### src/rtl/handshake_responder.sv
// Receiving end of the toggle-handshake bus: buffers port1 requests in a show-ahead FIFO
// and returns ack toggle + free-slot count on port2. Optional parity: HANDSHAKE_RESPONDER_PARITY_EN.
module handshake_responder #(
    parameter int WIDTH = 32,
    parameter int DEPTH = 4
) (
    input  logic             clk,
    input  logic             rst,
    input  logic [WIDTH-1:0] port1_i,
    output logic [WIDTH-1:0] port2_o,
    output logic             out_valid,
    input  logic             out_ready,
    output logic [WIDTH-2:0] out_data,
    output logic             err_o
);
    localparam int PW = $clog2(DEPTH);
    localparam int CW = PW + 1;
    localparam logic [CW-1:0] FULL = CW'(DEPTH);

    logic [WIDTH-2:0] mem_reg [DEPTH];
    logic [PW-1:0]    wr_ptr_reg;
    logic [PW-1:0]    rd_ptr_reg;
    logic [CW-1:0]    count_reg;
    logic [CW-1:0]    count_next;
    logic [CW-1:0]    free_reg;
    logic             last_tog_reg;
    logic             ack_tog_reg;
    logic             err_reg;

    logic             pending;
    logic             accept;
    logic             push;
    logic             pop;
    logic             par_ok;
    logic [WIDTH-2:0] wr_data;

`ifdef HANDSHAKE_RESPONDER_PARITY_EN
    // Even parity over the parity bit plus the narrowed payload.
    assign par_ok  = ~^port1_i[WIDTH-2:0];
    assign wr_data = {1'b0, port1_i[WIDTH-3:0]};
    assign err_o   = err_reg;
`else
    assign par_ok  = 1'b1;
    assign wr_data = port1_i[WIDTH-2:0];
    assign err_o   = 1'b0;
`endif

    // A full FIFO withholds the ack; a same-cycle pop does not make room.
    assign pending = port1_i[WIDTH-1] != last_tog_reg;
    assign accept  = pending && (count_reg != FULL);
    assign push    = accept && par_ok;
    assign pop     = (count_reg != '0) && out_ready;

    always_comb begin
        count_next = count_reg;
        if (push && !pop) begin
            count_next = count_reg + 1'b1;
        end else if (!push && pop) begin
            count_next = count_reg - 1'b1;
        end
    end

    always_ff @(posedge clk) begin
        if (rst) begin
            last_tog_reg <= 1'b0;
            ack_tog_reg  <= 1'b0;
            err_reg      <= 1'b0;
            wr_ptr_reg   <= '0;
            rd_ptr_reg   <= '0;
            count_reg    <= '0;
            free_reg     <= FULL;
        end else begin
            if (accept) begin
                last_tog_reg <= port1_i[WIDTH-1];
                ack_tog_reg  <= port1_i[WIDTH-1];
                if (!par_ok) begin
                    err_reg <= 1'b1;
                end
            end
            if (push) begin
                wr_ptr_reg <= wr_ptr_reg + 1'b1;
            end
            if (pop) begin
                rd_ptr_reg <= rd_ptr_reg + 1'b1;
            end
            count_reg <= count_next;
            free_reg  <= FULL - count_next;
        end
    end

    // Storage carries no reset; stale entries are masked by count.
    always_ff @(posedge clk) begin
        if (push && !rst) begin
            mem_reg[wr_ptr_reg] <= wr_data;
        end
    end

    assign out_valid = (count_reg != '0);
    assign out_data  = out_valid ? mem_reg[rd_ptr_reg] : '0;
    assign port2_o   = {ack_tog_reg, (WIDTH-1)'(free_reg)};

endmodule

### config.mk
export PLATFORM = sky130hd
export DESIGN_NAME = handshake_responder
export DESIGN_NICKNAME = d
export VERILOG_FILES = /design/src/rtl/handshake_responder.sv
export SDC_FILE = /design/constraint.sdc
export NUM_CORES = 1
export LEC_CHECK = 0
export CORE_MARGIN = 4
export CORE_UTILIZATION = 58
export CTS_BUF_LIST = sky130_fd_sc_hd__clkbuf_8
export DETAILED_ROUTE_END_ITERATION = 7
export GPL_TIMING_DRIVEN = 0
export PLACE_DENSITY = 0.87
export SYNTH_ARGS = -nofsm -noshare
export SYNTH_HDL_FRONTEND = slang
export SYNTH_SLANG_ARGS = --single-unit
export TNS_END_PERCENT = 20
### constraint.sdc
create_clock -name clk -period 4.2 [get_ports clk]
set_clock_uncertainty 0.2 [all_clocks]
set_input_delay 1.05 -clock clk [delete_from_list [all_inputs] [get_ports clk]]
set_output_delay 1.05 -clock clk [all_outputs]
set_load 0.005 [all_outputs]
==> results.yml <==
setup_path:
  cp.arrival_ns: 2.57
  worst_setup_path_end_kind: "output pin"
  required_ns: 2.95
  cp_max_fo: 10
  critPathLaunchType: "flip-flop"
  critPathKind: "flip-flop to output pin"
clock_tree:
  path_clk_slew_ns: 0.08
  h-tree-depth: 4
  clk_path_buf_depth: 2
  root_buffer: "clkbuf_8"
  cts_tree: "built"
  cts_resized: 0
  cts_made_buffers: 17
  clk_latency_ns: 0.42
  post_cts_buffers: 0
  clock-sinks: 136
  cts_hold_buf: 0
die:
  die_x_um: 106
  start_util_pct: 59.9
  die_height_um: 106
  die_area_um2: 11200
  core-area_um2: 9280
  row_count: 35
  pin_count: 100
detailed_routing:
  via_per_inst: 5.08
  drt-pass1-iter-count: 4
  ant_nets: 0
  drtIter0Drc: 99
  wl_per_cell_um: 16.8
  drt_wl_total_um: 9360
  drc: 0
  vias: 2829
logic_synthesis:
  synth.yosys.seq_area_share_pct: 71.3
  yosys.area.top_type: "edfxtp_1"
  synth.distinct_cells: 31
  synth_cells: 298
  async_flop_share_pct: 0
  postSynthAreaPerCell_um2: 18.7
  ys_ff_latch: 136
  netlist_area_um2: 5560
  synth_edf_count: 124
  synth_ff_type: "edfxtp_1"
  synth_top_cell_area_share_pct: 67.0
  synthTopCellsByArea: "edfxtp_1 (67%), mux4_2 (13%), dfxtp_1 (4.3%)"
  yosys_warnings: 0
timing:
  slew_headroom_pct: 41.2
  setup_tns_ns: 0
  period_share_pct: 90.9
  fmax_mhz: 262
  final_hold_viol_count: 0
  drv_slew: 0
  whs_ns: 0.307
  finalCriticalPeriod_ns: 3.82
  setup_viol: 0
  rsz0062_at_grt: "false"
  tightestPinTransition_ns: 0.881
placed_design:
  placedCellCount: 525
  gp_congestion: 0.786
  post-dp-hpwl_um: 6060
  io_buffers: 70
power:
  clockPowerShare_pct: 23.8
  power.switching_mw: 1.09
  powerDensity_nw_per_um2: 564
  cell_internal_pwr_mw: 2.79
  comb_power_share_pct: 33.6
  power_frac_seq_pct: 42.6
  switching_share_pct: 28.2
  leakage_nw: 2.39
  vdd_ir_drop_max_mv: 0.318
worst_hold_path:
  worstHoldPathType: "flip-flop to flip-flop"
global_route:
  grt_pass1_vias: 2993
  antenna_found_initial: 0
  grt_pass1_wl_um: 15200
  grtUsageTotal_pct: 18.1
  gr-total-overflow: 0
  grt_start_max_net_pins: 32
finish:
  diodes: 0
  largest_reg_flops: 124
  final_cells: 557
  fin_nets: 458
  drive_above_1_share_pct: 25.0
  syn2layout_area_growth_pct: 23.8
outcome:
  outcome: "finished clean"
run:
  maxCapViolCount: 0
## cell usage after synthesis, types with 2 or more instances
master,instances
nand3_1,3
nor2b_1,3
nand2_1,5
mux2_4,2
mux4_2,31
xor2_1,2
a21oi_1,3
clkbuf_1,5
buf_4,31
ha_1,8
buf_2,4
nor2_1,8
and2_1,35
xnor2_1,3
dfxtp_1,12
edfxtp_1,124
inv_1,4
mux2i_1,2
## cells by family after synthesis
logic type	share of synthesized area, %
other cells	0.0675
compound gates	1.01
fa+ha+maj	1.80
flops	71.3
buf+inv	5.22
simple gates	6.05
mux	13.5
xor+xnor	1.08
## worst paths after layout
path	cells past startpoint	startpoint	to	slack, ns
max	6	count_reg[0]	out_data[3]	0.38
min	2	wr_ptr_reg[1]	wr_ptr_reg[1]	0.31
max reg2reg	6	count_reg[0]	mem_reg[3][29]	1.51
min reg2reg	2	wr_ptr_reg[1]	wr_ptr_reg[1]	0.31
## power groups by stage
stage / sequential [mW] / clock (mW) / combinational, mW
floorplan: 1.67 / 0 / 0.729
global placement: 1.68 / 0 / 1.30
detailed placement: 1.69 / 0 / 1.32
CTS: 1.65 / 0.948 / 1.33
global route: 1.66 / 1.02 / 1.44
finish: 1.65 / 0.926 / 1.30
## per-stage QoR
| step | setup slack [ns] | total power [mW] | utilization (%) | area [µm²] |
|---|---|---|---|---|
| final | 0.383 | 3.88 | 74.2 | 6880 |
| after global routing | 0.118 | 4.13 | 74.2 | 6880 |
| after CTS | 0.298 | 3.94 | 74.2 | 6880 |
| after detailed placement | 0.553 | 3.01 | 70.4 | 6530 |
| after global placement | 0.0692 | 2.98 | 70.3 | 6530 |
| after floorplan | 1.28 | 2.40 | - | 5660 |
## area by class of cell
type                       count  area (µm²)
sequential                   136        3960
clock inverter                15         119
tap                          129         161
buffer                        41         275
fill                         598        2400
clock buffer                  17         234
inverter                       4        15.0
timing repair buffer          70         701
multi-input combinational    145        1420
## routing by layer
| layer | vias to the layer above | GRT usage (%) | part of all wire (%) |
|---|---|---|---|
| met5 | - | 0 | 0 |
| met4 | 0 | 5.83 | 1.3 |
| met3 | 14 | 6.80 | 7.5 |
| met2 | 107 | 30.4 | 51 |
| met1 | 1384 | 21.9 | 40 |
| li1 | 1324 | - | - |
## worst max-delay path, stage by stage (launching register included)
cell and delay [ns]:
dfxtp_1 0.40, inv_1 0.08, ha_1 0.28, nand2b_1 0.26, clkbuf_1 0.39, and2_1 0.21
clkdlybuf4s50_1 0.52
## layout by cell type (no fill, tap or decap), types with 2 or more instances in the layout
cell type        synthesis  layout
nor2b_1                  3       3
mux4_2                  31      31
buf_2                    4       4
nor2_1                   8       8
clkbuf_8                 0      17
nand3_1                  3       3
clkinv_4                 0       5
inv_1                    4       4
clkbuf_1                 5       5
inv_6                    0       5
edfxtp_1               124     124
nand2_1                  5       5
clkdlybuf4s50_1          0      70
and2_2                   0       4
a21oi_1                  3       3
mux2_4                   2       2
mux2i_1                  2       2
buf_4                   31      31
clkinvlp_4               0       3
xnor2_1                  3       3
conb_1                   1      29
dfxtp_1                 12      12
and2_1                  35      31
xor2_1                   2       2
ha_1                     8       8
(Power assumes the default switching activity.)
